## src/rtl/mem_arbiter.sv

```systemverilog
// Round-robin arbiter sharing one memory bus between the fetch (I) and data (D) ports.
// It holds one transaction at a time, routes the response back to the owner, and has a hang watchdog.
//
// state  | meaning
// IDLE   | no transaction outstanding, m_req low
// BUSY_I | fetch command latched and presented on the memory bus
// BUSY_D | data command latched and presented on the memory bus
module mem_arbiter #(
   parameter int TIMEOUT_CYCLES = 255
) (
   input  logic        clk,
   input  logic        reset,
   input  logic        i_req,
   input  logic [31:0] i_addr,
   input  logic        i_write,
   input  logic        i_extend,
   input  logic [1:0]  i_width,
   input  logic [31:0] i_wdata,
   output logic        i_ack,
   output logic        i_error,
   output logic [31:0] i_rdata,
   input  logic        d_req,
   input  logic [31:0] d_addr,
   input  logic        d_write,
   input  logic        d_extend,
   input  logic [1:0]  d_width,
   input  logic [31:0] d_wdata,
   output logic        d_ack,
   output logic        d_error,
   output logic [31:0] d_rdata,
   output logic        m_req,
   output logic [31:0] m_addr,
   output logic        m_write,
   output logic        m_extend,
   output logic [1:0]  m_width,
   output logic [31:0] m_wdata,
   input  logic        m_ack,
   input  logic        m_error,
   input  logic [31:0] m_rdata,
   output logic        busy
);

   typedef enum logic [1:0] {IDLE, BUSY_I, BUSY_D} state_t;

   localparam logic [7:0] TIMEOUT_LIM = 8'(TIMEOUT_CYCLES);

   state_t      state, state_nxt;
   logic        last_grant, last_grant_nxt;   // 0 = fetch, 1 = data
   logic [7:0]  tcount, tcount_nxt;
   logic [31:0] cmd_addr, cmd_wdata;
   logic        cmd_write, cmd_extend;
   logic [1:0]  cmd_width;
   logic        load_i, load_d;
   logic        timeout;

   always_comb begin
      state_nxt      = state;
      last_grant_nxt = last_grant;
      tcount_nxt     = tcount;
      load_i         = 1'b0;
      load_d         = 1'b0;
      i_ack          = 1'b0;
      i_error        = 1'b0;
      d_ack          = 1'b0;
      d_error        = 1'b0;
      timeout        = (TIMEOUT_CYCLES != 0) && (tcount == TIMEOUT_LIM) && !m_ack;

      case (state)
         IDLE: begin
            if (d_req && (!i_req || !last_grant))
               load_d = 1'b1;
            else if (i_req)
               load_i = 1'b1;
         end
         BUSY_I: begin
            if (m_ack) begin
               i_ack   = i_req;
               i_error = i_req && m_error;
               if (d_req)
                  load_d = 1'b1;
               else
                  state_nxt = IDLE;
            end else if (timeout) begin
               i_ack     = i_req;
               i_error   = i_req;
               state_nxt = IDLE;
            end else if (tcount != 8'hFF) begin
               tcount_nxt = tcount + 8'd1;
            end
         end
         BUSY_D: begin
            if (m_ack) begin
               d_ack   = d_req;
               d_error = d_req && m_error;
               if (i_req)
                  load_i = 1'b1;
               else
                  state_nxt = IDLE;
            end else if (timeout) begin
               d_ack     = d_req;
               d_error   = d_req;
               state_nxt = IDLE;
            end else if (tcount != 8'hFF) begin
               tcount_nxt = tcount + 8'd1;
            end
         end
         default: state_nxt = IDLE;
      endcase

      // A grant, from IDLE or back-to-back after an ack, always restarts the watchdog
      if (load_i) begin
         state_nxt      = BUSY_I;
         last_grant_nxt = 1'b0;
         tcount_nxt     = '0;
      end
      if (load_d) begin
         state_nxt      = BUSY_D;
         last_grant_nxt = 1'b1;
         tcount_nxt     = '0;
      end
   end

   always_ff @(posedge clk or posedge reset) begin
      if (reset) begin
         state      <= IDLE;
         last_grant <= 1'b0;
         tcount     <= '0;
         cmd_addr   <= '0;
         cmd_wdata  <= '0;
         cmd_write  <= 1'b0;
         cmd_extend <= 1'b0;
         cmd_width  <= '0;
      end else begin
         state      <= state_nxt;
         last_grant <= last_grant_nxt;
         tcount     <= tcount_nxt;
         if (load_i) begin
            cmd_addr   <= i_addr;
            cmd_wdata  <= i_wdata;
            cmd_write  <= i_write;
            cmd_extend <= i_extend;
            cmd_width  <= i_width;
         end else if (load_d) begin
            cmd_addr   <= d_addr;
            cmd_wdata  <= d_wdata;
            cmd_write  <= d_write;
            cmd_extend <= d_extend;
            cmd_width  <= d_width;
         end
      end
   end

   assign m_req    = (state != IDLE);
   assign busy     = (state != IDLE);
   assign m_addr   = cmd_addr;
   assign m_wdata  = cmd_wdata;
   assign m_write  = cmd_write;
   assign m_extend = cmd_extend;
   assign m_width  = cmd_width;
   assign i_rdata  = m_rdata;
   assign d_rdata  = m_rdata;

endmodule

```

## config.mk

```make
export PLATFORM = sky130hd
export DESIGN_NAME = mem_arbiter
export DESIGN_NICKNAME = d
export VERILOG_FILES = /design/src/rtl/mem_arbiter.sv
export SDC_FILE = /design/constraint.sdc
export NUM_CORES = 1
export LEC_CHECK = 0
export CORE_UTILIZATION = 30
export CTS_BUF_LIST = sky130_fd_sc_hd__clkbuf_2 sky130_fd_sc_hd__clkbuf_4 sky130_fd_sc_hd__clkbuf_8
export DETAILED_ROUTE_END_ITERATION = 16
export HOLD_SLACK_MARGIN = 0.05
export PLACE_DENSITY = 0.72
export SLEW_MARGIN = 30
export SYNTH_ARGS = -nofsm -noshare
export SYNTH_HDL_FRONTEND = slang
export SYNTH_SLANG_ARGS = --single-unit
```

## constraint.sdc

```tcl
create_clock -name clk -period 6.8 [get_ports clk]
set_input_delay 2.04 -clock clk [delete_from_list [all_inputs] [get_ports clk]]
set_output_delay 2.04 -clock clk [all_outputs]
set_load 0.01 [all_outputs]
```

==> results.cfg, run 1 <==
[detailed_routing]
avgRoutedWirePerCell_um = 14.37
detailroute.via_count = 3951
detailedRoute.firstIterationViolations = 173
first_pass_iters = 6
wl_um = 11970
detail_route.vias_per_cell = 4.743
ant_nets = 0
drc_markers = 0

[global_route]
grt_remaining_overflow = 0
grt_pass1_vias = 3918
grtUsageTotal = 0.1645
grt_max_degree = 77
grt_antenna_before_repair = 0
grt_pass1_wl_um = 18690

[clock_network]
cts_num_sinks = 79
h-tree-depth = 3
clock_insertion_delay_worst_skew_ns = 0.34
clock-root-buffer = sky130_fd_sc_hd__clkbuf_8
clock_buffers_created_by_tritoncts = 9
clock_tree_from_tritoncts = yes
postCtsSetupRepairBufs = 0
clkSlewWorstSetupHoldPaths_ns = 0.08
cts.repair.resized = 0
cts-root-to-sink-buffers = 2
cts_hold_repair.buffers = 0

[pwr]
power_density_nw_per_um2 = 408.3
power.static_leakage_nw = 2.647
power.ir.vdd_worst_mv = 0.1734
total_power_mw = 2.552

[final_layout]
area_delta_synth_final_pct = 47.72
finalCoreUtilization = 0.4521
num_antenna_cells = 0
fillCellCount = 1335
layoutNonFillerInstCount = 833
drive_above_1_share = 0.03982
nets = 826

[timing]
finalWorstPathRequiredPeriod_ns = 5.606
achievable-frequency_mhz = 178.4
tightest_slew_ns = 0.8878
unrepaired_setup_endpoints_after_global_routing = false
timing_hold_violations_final = 0
totalNegativeSetupSlack_ns = 0
timing.final.max_slew_violations = 0
period_share = 0.8244
finalHoldWorstSlack_ns = 0.5144
worst_clock_skew_ns = 0.009185
final-setup-viol-count = 0
timing.slew.headroom = 0.4059

[hold_path]
holdPathStages = 2
min-delay-path-class = register to register

[synth]
synth_edf_count = 0
synth_top_family_by_area = simple AND/OR/NAND/NOR gates
synth_area_per_cell_um2 = 8.265
synthXorXnorAreaFrac = 0.01035
synth-compound-area-share = 0.1257
yosysSeqAreaShare = 0.4672
proportion_of_synthesized_flip_flops_having_asynchronous_set_or_reset = 1.000
synth_cell_type_count = 34
syn-instance-count = 512
synthesis.yosys.warnings = 0
synth_adder_area_share = 0.01183
synthMostInstantiatedCell = sky130_fd_sc_hd__nand2_1
syn-num-nets = 690
top_area_cell_type_share_of_the_netlist_area = 0.4672
postSynth.topFlopCell = sky130_fd_sc_hd__dfrtp_1
yosys_register_bits = 79
synth.mux.area_fraction = 0.002365
synthTopCellsByArea = sky130_fd_sc_hd__dfrtp_1, sky130_fd_sc_hd__nand2_1, sky130_fd_sc_hd__buf_4, sky130_fd_sc_hd__a31oi_1, sky130_fd_sc_hd__nor2_1
synth_top_area_cell = sky130_fd_sc_hd__dfrtp_1
synth_common_cells = sky130_fd_sc_hd__nand2_1, sky130_fd_sc_hd__dfrtp_1, sky130_fd_sc_hd__nor2_1
synth_area_um2 = 4232
post_synth_and_or_nand_nor_area_fraction = 0.2218

[run]
maxCapViolations = 0

[die]
dieHeight_um = 120.8
io-pin-count = 312
initial_utilization = 0.3060
dieArea_um2 = 14580
rows = 43
fp.coreArea_um2 = 13830
die_w_um = 120.8

[critical_path]
depth_of_the_worst_register_to_register_path = 7
crit_path_end_kind = output pin
worstSetupStartpoint = m_ack
required_ns = 4.76
worst-endpoint-arrival_ns = 3.57
crit_path_start_kind = primary input
crit_path_max_fanout = 7
r2r_end = m_addr[24]$_DFFE_PP0P_
critPathKind = primary input to output pin
rr_startpoint = state[0]$_DFFE_PP0P_
worst-r2r-setup-slack_ns = 4.21
worstSetupEndpoint = d_error

[placed_design]
place.detailed.instances = 817
post-dp-hpwl_um = 8860
port_buffers = 215
gp_congestion = 0.7804

[outcome]
status = completed
[power breakdown]
group | total [mW] | internal (mW) | leakage [nW] | switching [mW]
registers | 0.829 | 0.701 | 0.930 | 0.128
logic | 1.31 | 0.661 | 1.59 | 0.651
clock network | 0.411 | 0.247 | 0.124 | 0.164
[per-layer routing]
layer / wire, um / vias up / global-route usage
met5: 0 / - / 0
met4: 379 / 0 / 0.07639
met3: 1031 / 30 / 0.05000
met2: 5789 / 174 / 0.2838
met1: 4770 / 1854 / 0.1854
li1: - / 1893 / -
[through the flow]
step                setup WS (ns)  area [um2]
floorplan                   2.251        4232
global placement            1.225        6011
detailed placement          1.185        6011
CTS                         1.180        6251
global route                1.083        6251
finish                      1.194        6251
[critical path: stages]
cell                              delay, ns
sky130_fd_sc_hd__clkdlybuf4s50_1       0.50
sky130_fd_sc_hd__o31ai_1               0.31
sky130_fd_sc_hd__nor2b_1               0.16
sky130_fd_sc_hd__clkdlybuf4s50_1       0.54
[cells in the final DEF (no fill, tap or decap), types with 2 or more instances in the layout]
| cell | netlist | routed |
|---|---|---|
| sky130_fd_sc_hd__a31oi_1 | 70 | 70 |
| sky130_fd_sc_hd__and2_1 | 3 | 3 |
| sky130_fd_sc_hd__and3_1 | 3 | 3 |
| sky130_fd_sc_hd__buf_4 | 68 | 5 |
| sky130_fd_sc_hd__bufinv_16 | 0 | 3 |
| sky130_fd_sc_hd__clkbuf_8 | 0 | 9 |
| sky130_fd_sc_hd__clkdlybuf4s50_1 | 0 | 215 |
| sky130_fd_sc_hd__clkinv_2 | 0 | 3 |
| sky130_fd_sc_hd__dfrtp_1 | 79 | 79 |
| sky130_fd_sc_hd__ha_1 | 4 | 4 |
| sky130_fd_sc_hd__inv_1 | 7 | 6 |
| sky130_fd_sc_hd__nand2_1 | 143 | 143 |
| sky130_fd_sc_hd__nor2_1 | 79 | 79 |
| sky130_fd_sc_hd__nor2b_1 | 3 | 3 |
| sky130_fd_sc_hd__o211ai_1 | 2 | 2 |
| sky130_fd_sc_hd__o21ai_0 | 2 | 2 |
| sky130_fd_sc_hd__xor2_1 | 4 | 4 |
[cell families (layout without fill, tap and decap cells)]
| family | Yosys count | count (layout) |
|---|---|---|
| fa+ha+maj | 4 | 4 |
| buf+inv | 102 | 243 |
| simple gates | 238 | 238 |
| flops | 79 | 79 |
| compound gates | 83 | 83 |
| xor+xnor | 5 | 5 |
| mux | 1 | 1 |
[flip-flops by register name (all words and copies together), names as in the netlist]
register,count
m_write,1
m_addr,32
m_width,2
tcount,8
last_grant,1
m_wdata,32
state,2
m_extend,1
[worst min path at each step]
stage | startpoint | to | slack (ns)
finish | last_grant$_DFFE_PP0P_ | last_grant$_DFFE_PP0P_ | 0.51
CTS | last_grant$_DFFE_PP0P_ | last_grant$_DFFE_PP0P_ | 0.52
global route | m_addr[4]$_DFFE_PP0P_ | m_addr[4]$_DFFE_PP0P_ | 0.56
global placement | last_grant$_DFFE_PP0P_ | last_grant$_DFFE_PP0P_ | 0.50
floorplan | last_grant$_DFFE_PP0P_ | last_grant$_DFFE_PP0P_ | 0.46
detailed placement | last_grant$_DFFE_PP0P_ | last_grant$_DFFE_PP0P_ | 0.50
[area by class of cell]
class,instances,area (um2),share of cell area
Timing Repair Buffer,220,2190,0.3503
Sequential cell,79,1977,0.3163
Multi-Input combinational cell,331,1592,0.2546
Tap cell,180,225.2,0.03603
Clock buffer,10,131.4,0.02102
Clock inverter,6,108.9,0.01741
Inverter,7,27.53,0.004404
(Power assumes the default switching activity.)
==> inputs of run 2 (changes only) <==
--- a/config.mk
+++ b/config.mk
@@ -9,7 +9,7 @@
 export CTS_BUF_LIST = sky130_fd_sc_hd__clkbuf_2 sky130_fd_sc_hd__clkbuf_4 sky130_fd_sc_hd__clkbuf_8
 export DETAILED_ROUTE_END_ITERATION = 16
 export HOLD_SLACK_MARGIN = 0.05
-export PLACE_DENSITY = 0.72
+export PLACE_DENSITY = 0.75
 export SLEW_MARGIN = 30
 export SYNTH_ARGS = -nofsm -noshare
 export SYNTH_HDL_FRONTEND = slang
==> constraint.sdc (replaced) <==
create_clock -name clk -period 4.6 [get_ports clk]
set_input_delay 1.38 -clock clk [delete_from_list [all_inputs] [get_ports clk]]
set_output_delay 1.38 -clock clk [all_outputs]
set_load 0.01 [all_outputs]
==> run 2 against run 1 <==
- total power rose by 45%
- core utilization up 0.23 points
- worst hold slack improved by 0.023 ns
- combinational power grew 51%
- global-route usage is essentially flat
- non-clock buffer count up 5
- critical path type unchanged
- critical endpoint is now i_error
- highest routed layer unchanged
==> results.cfg, run 2 (same netlist as run 1, synthesis figures left out) <==
[detailed_routing]
wl_um = 11800
detailroute.via_count = 3915
ant_nets = 0
detailedRoute.firstIterationViolations = 202
avgRoutedWirePerCell_um = 14.08
first_pass_iters = 4
detail_route.vias_per_cell = 4.672
drc_markers = 0

[final_layout]
layout.cells.most_common_list = sky130_fd_sc_hd__clkdlybuf4s50_1, sky130_fd_sc_hd__nand2_1, sky130_fd_sc_hd__nor2_1, sky130_fd_sc_hd__dfrtp_1, sky130_fd_sc_hd__a31oi_1
layoutNonFillerInstCount = 838
area.sequential_um2 = 1977
nets = 831
fillCellCount = 1342
area_delta_synth_final_pct = 48.46
final_common_cell = sky130_fd_sc_hd__clkdlybuf4s50_1
finalCoreUtilization = 0.4543
num_antenna_cells = 0
drive_above_1_share = 0.04711
post-route-cell-area_um2 = 6282
multi_input_area_um2 = 1592

[global_route]
grtUsageTotal = 0.1642
grt_remaining_overflow = 0
grt_antenna_before_repair = 0
grt_pass1_vias = 3680
grt_busiest_layer = met2
grt_pass1_wl_um = 18530
grt_max_degree = 52
grtUsageMet1 = 0.2079
gr-usage-met2 = 0.2511
gr-usage-met3 = 0.04858

[placed_design]
post-dp-hpwl_um = 8419
detailed_place.area_um2 = 6098
place.detailed.instances = 822
gp_congestion = 0.7726
port_buffers = 215
detailedPlace.worstSlack_ns = 0.3440

[critical_path]
worst_path_most_repeated_cell = sky130_fd_sc_hd__clkdlybuf4s50_1
crit_path_start_kind = primary input
crit_path_end_kind = output pin
critPathKind = primary input to output pin
worstSetupStartpoint = m_ack
max_stage_delay_ns = 0.54
crit_chain = clkdlybuf4s50_1 -> o31ai_1 -> nor2b_1 -> clkdlybuf4s50_1
rr_startpoint = state[0]$_DFFE_PP0P_
critical_path_buf_inv_count = 2
timing.critical_path.max_delay_family = buffers and inverters
required_ns = 3.22
crit_slowest_cell = sky130_fd_sc_hd__clkdlybuf4s50_1
worst-endpoint-arrival_ns = 2.87
crit_path_max_fanout = 7

[die]
dieArea_um2 = 14580
dieHeight_um = 120.8
rows = 43
initial_utilization = 0.3060
io-pin-count = 312
fp.coreArea_um2 = 13830
die_w_um = 120.8

[timing]
worst_clock_skew_ns = 0.008002
period_share = 0.9239
unrepaired_setup_endpoints_after_global_routing = false
timing.final.max_slew_violations = 0
tightest_slew_ns = 0.7682
fin_ws_ns = 0.3502
timing.slew.headroom = 0.4879
finalHoldWorstSlack_ns = 0.5373
final-setup-viol-count = 0
totalNegativeSetupSlack_ns = 0
timing_hold_violations_final = 0
finalWorstPathRequiredPeriod_ns = 4.250
achievable-frequency_mhz = 235.3

[pwr]
power.ir.vdd_worst_mv = 0.2692
total_power_mw = 3.693
power.static_leakage_nw = 2.661
power_density_nw_per_um2 = 587.9

[outcome]
status = completed

[clock_network]
h-tree-depth = 3
clkSlewWorstSetupHoldPaths_ns = 0.08
clock-root-buffer = sky130_fd_sc_hd__clkbuf_8
cts-root-to-sink-buffers = 2
cts_num_sinks = 79
clock_tree_from_tritoncts = yes
postCtsSetupRepairBufs = 0
clock_buffers_created_by_tritoncts = 9
cts_hold_repair.buffers = 0
clock_insertion_delay_worst_skew_ns = 0.36
cts.repair.resized = 0

[hold_path]
worstHoldStart = m_addr[23]$_DFFE_PP0P_
min-delay-path-class = register to register

[run]
maxCapViolations = 0
## run 2: worst reg2reg max path: stages, from the launching register on
cell                       delay (ns)
sky130_fd_sc_hd__dfrtp_1         0.41
sky130_fd_sc_hd__inv_1           0.09
sky130_fd_sc_hd__ha_1            0.23
sky130_fd_sc_hd__a21boi_1        0.33
sky130_fd_sc_hd__o21a_2          0.54
sky130_fd_sc_hd__buf_12          0.31
sky130_fd_sc_hd__nand2_1         0.13
sky130_fd_sc_hd__a31oi_1         0.18
## run 2: power by group
part / switching (mW) / leakage (nW) / internal [mW]
Clock: 0.262 / 0.0963 / 0.236
Sequential: 0.176 / 0.930 / 1.04
Combinational: 0.959 / 1.64 / 1.02
## run 2: layer usage
| layer | vias to the layer above | share of wire |
|---|---|---|
| met5 | - | 0 |
| met4 | 0 | 0.030 |
| met3 | 32 | 0.086 |
| met2 | 178 | 0.46 |
| met1 | 1803 | 0.43 |
| li1 | 1902 | - |
## run 2: path summary, 6_finish.rpt
kind / to / slack, ns / cells after the start
worst min register to register: m_addr[23]$_DFFE_PP0P_ / 0.54 / 2
max in group asynchronous: m_addr[9]$_DFFE_PP0P_ / 2.52 / 3
worst min-delay path: m_addr[23]$_DFFE_PP0P_ / 0.54 / 2
worst max register to register: m_addr[24]$_DFFE_PP0P_ / 2.33 / 7
worst max-delay path: i_error / 0.35 / 4
min in group asynchronous: m_wdata[8]$_DFFE_PP0P_ / 1.42 / 2
## run 2: final cells by class
class,count,share of cell area
clock buffers,13,0.02649
clock inverters,3,0.002788
inverters,7,0.004382
multi-input cells,331,0.2533
flip-flops and latches,79,0.3147
well taps,180,0.03585
repair buffers,225,0.3625
==> inputs of run 3 (changes only) <==
--- a/config.mk
+++ b/config.mk
@@ -5,12 +5,13 @@
 export SDC_FILE = /design/constraint.sdc
 export NUM_CORES = 1
 export LEC_CHECK = 0
+export ABC_AREA = 1
 export CORE_UTILIZATION = 30
 export CTS_BUF_LIST = sky130_fd_sc_hd__clkbuf_2 sky130_fd_sc_hd__clkbuf_4 sky130_fd_sc_hd__clkbuf_8
 export DETAILED_ROUTE_END_ITERATION = 16
 export HOLD_SLACK_MARGIN = 0.05
-export PLACE_DENSITY = 0.75
-export SLEW_MARGIN = 30
+export PLACE_DENSITY = 0.72
+export SLEW_MARGIN = 5
 export SYNTH_ARGS = -nofsm -noshare
 export SYNTH_HDL_FRONTEND = slang
 export SYNTH_SLANG_ARGS = --single-unit
==> run 3 against run 2 <==
- non-clock buffer count down 2
- first-iteration DRC count down 11%
- worst setup slack worse by 0.015 ns
- die area up 9.7%
- synthesized area up 9.8%
- maximum frequency down 0.34%
- global-route usage down 0.18 points
- flip-flop and latch count unchanged
- cell area up 6.2%
- via count up 12%
- critical path type unchanged
- critical endpoint is now d_error
==> results.cfg, run 3 <==
[timing]
period_share = 0.9270
timing.slew.headroom = 0.3107
achievable-frequency_mhz = 234.5
tightest_slew_ns = 1.034
worst_clock_skew_ns = 0.008934
final-setup-viol-count = 0
unrepaired_setup_endpoints_after_global_routing = false
totalNegativeSetupSlack_ns = 0
timing.final.max_slew_violations = 0
finalWorstPathRequiredPeriod_ns = 4.264
timing_hold_violations_final = 0

[detailed_routing]
detailedRoute.firstIterationViolations = 179
ant_nets = 0
drc_markers = 0
first_pass_iters = 4
detailroute.via_count = 4377
wl_um = 12350
avgRoutedWirePerCell_um = 12.07
detail_route.vias_per_cell = 4.279

[synth]
synth-compound-area-share = 0.01185
proportion_of_synthesized_flip_flops_having_asynchronous_set_or_reset = 1.000
synthMostInstantiatedCell = sky130_fd_sc_hd__nand2_1
synth_area_per_cell_um2 = 6.744
synth_top_area_cell = sky130_fd_sc_hd__dfrtp_1
postSynth.topFlopCell = sky130_fd_sc_hd__dfrtp_1
synth.mux.area_fraction = 0
synth_edf_count = 0
syn-instance-count = 689
synth_area_um2 = 4647
synth_cell_type_count = 18
synthXorXnorAreaFrac = 0.001885
yosysSeqAreaShare = 0.4254
syn-num-nets = 867
top_area_cell_type_share_of_the_netlist_area = 0.4254
synth_adder_area_share = 0.01077
synthTopCellsByArea = sky130_fd_sc_hd__dfrtp_1, sky130_fd_sc_hd__nand2_1, sky130_fd_sc_hd__buf_4, sky130_fd_sc_hd__buf_2, sky130_fd_sc_hd__inv_1
synthesis.yosys.warnings = 0
synth_top_family_by_area = simple AND/OR/NAND/NOR gates
synth_common_cells = sky130_fd_sc_hd__nand2_1, sky130_fd_sc_hd__dfrtp_1, sky130_fd_sc_hd__buf_4
yosys_register_bits = 79
post_synth_and_or_nand_nor_area_fraction = 0.3912

[critical_path]
crit_path_end_kind = output pin
required_ns = 3.22
worst-endpoint-arrival_ns = 2.88
critPathKind = primary input to output pin
crit_path_start_kind = primary input
crit_path_max_fanout = 6

[clock_network]
h-tree-depth = 3
clock_insertion_delay_worst_skew_ns = 0.36
clkSlewWorstSetupHoldPaths_ns = 0.08
clock_buffers_created_by_tritoncts = 9
clock-root-buffer = sky130_fd_sc_hd__clkbuf_8
cts-root-to-sink-buffers = 2
cts_num_sinks = 79
cts_hold_repair.buffers = 0
postCtsSetupRepairBufs = 0
clock_tree_from_tritoncts = yes
cts.repair.resized = 0

[final_layout]
layout.cells.most_common_list = sky130_fd_sc_hd__nand2_1, sky130_fd_sc_hd__clkdlybuf4s50_1, sky130_fd_sc_hd__dfrtp_1, sky130_fd_sc_hd__inv_1, sky130_fd_sc_hd__nor2_1
area.sequential_um2 = 1977
final_common_cell = sky130_fd_sc_hd__nand2_1
finalCoreUtilization = 0.4405
drive_above_1_share = 0.03473
num_antenna_cells = 0
multi_input_area_um2 = 1932
fillCellCount = 1569
area_delta_synth_final_pct = 43.56
nets = 1008

[die]
dieHeight_um = 126.5
initial_utilization = 0.3068
io-pin-count = 312
die_w_um = 126.5
dieArea_um2 = 15990
fp.coreArea_um2 = 15150
rows = 45

[global_route]
grt_pass1_wl_um = 20420
grt_pass1_vias = 4109
grt_antenna_before_repair = 0
grt_max_degree = 73
grt_remaining_overflow = 0
grtUsageTotal = 0.1624

[pwr]
power_density_nw_per_um2 = 565.2
power.ir.vdd_worst_mv = 0.3085
power.static_leakage_nw = 3.450

[placed_design]
gp_congestion = 0.7944
post-dp-hpwl_um = 8846
port_buffers = 215

[hold_path]
min-delay-path-class = register to register

[outcome]
status = completed

[run]
maxCapViolations = 0
## run 3: worst paths after layout
| kind | slack, ns | cells after the start | to | startpoint |
|---|---|---|---|---|
| max | 0.34 | 6 | d_error | d_req |
| min | 0.48 | 2 | m_addr[20]$_DFFE_PP0P_ | m_addr[20]$_DFFE_PP0P_ |
| min in group asynchronous | 1.54 | 2 | m_wdata[11]$_DFFE_PP0P_ | reset |
| max reg2reg | 2.29 | 12 | tcount[4]$_DFFE_PP0P_ | state[0]$_DFFE_PP0P_ |
| min reg2reg | 0.48 | 2 | m_addr[20]$_DFFE_PP0P_ | m_addr[20]$_DFFE_PP0P_ |
| max in group asynchronous | 2.27 | 3 | m_addr[15]$_DFFE_PP0P_ | reset |
## run 3: worst max-delay path: stages
cell                              delay (ns)
sky130_fd_sc_hd__clkdlybuf4s50_1        0.59
sky130_fd_sc_hd__inv_1                  0.06
sky130_fd_sc_hd__o21ai_0                0.16
sky130_fd_sc_hd__nand2_1                0.07
sky130_fd_sc_hd__nor2_1                 0.09
sky130_fd_sc_hd__clkdlybuf4s50_1        0.54
## run 3: area by class of cell
type | instances | share of cell area
clock buffers | 10 | 0.01969
flip-flops and latches | 79 | 0.2963
well taps | 188 | 0.03526
repair buffers | 223 | 0.3316
multi-input cells | 491 | 0.2896
inverters | 26 | 0.01482
clock inverters | 6 | 0.01275
## run 3: routing by layer
metal | share of wire | vias to the layer above | GRT usage
met5 | 0 | - | 0
li1 | - | 2272 | -
met2 | 0.47 | 145 | 0.2759
met1 | 0.42 | 1927 | 0.1813
met3 | 0.077 | 33 | 0.04766
met4 | 0.036 | 0 | 0.09497
## run 3: logic make-up (layout without fill, tap and decap cells)
kind of cell / count (synthesis) / count (layout)
AND/OR/NAND/NOR: 476 / 476
buffers and inverters: 119 / 265
flip-flops: 79 / 79
AO/OA/AOI/OAI: 10 / 10
adder cells (fa/ha/maj): 4 / 4
XOR/XNOR: 1 / 1
## run 3: power breakdown
group	internal [mW]	switching [mW]
Combinational	0.931	1.09
Clock	0.310	0.261
Sequential	1.01	0.169
Total	2.25	1.52
## run 3: per-stage QoR
step / hold WS, ns / setup slack [ns] / std cells / instance area (um2) / power (mW)
2_1_floorplan: 0.4422 / 1.197 / 689 / 4647 / 2.342
3_3_place_gp: 0.4611 / 0.3779 / 1007 / 6455 / 3.225
3_5_place_dp: 0.4637 / 0.3548 / 1007 / 6455 / 3.250
4_1_cts: 0.4860 / 0.3379 / 1023 / 6671 / 3.845
5_1_grt: 0.5010 / 0.1792 / 1023 / 6671 / 4.132
6_report: 0.4815 / 0.3357 / 1023 / 6671 / 3.771
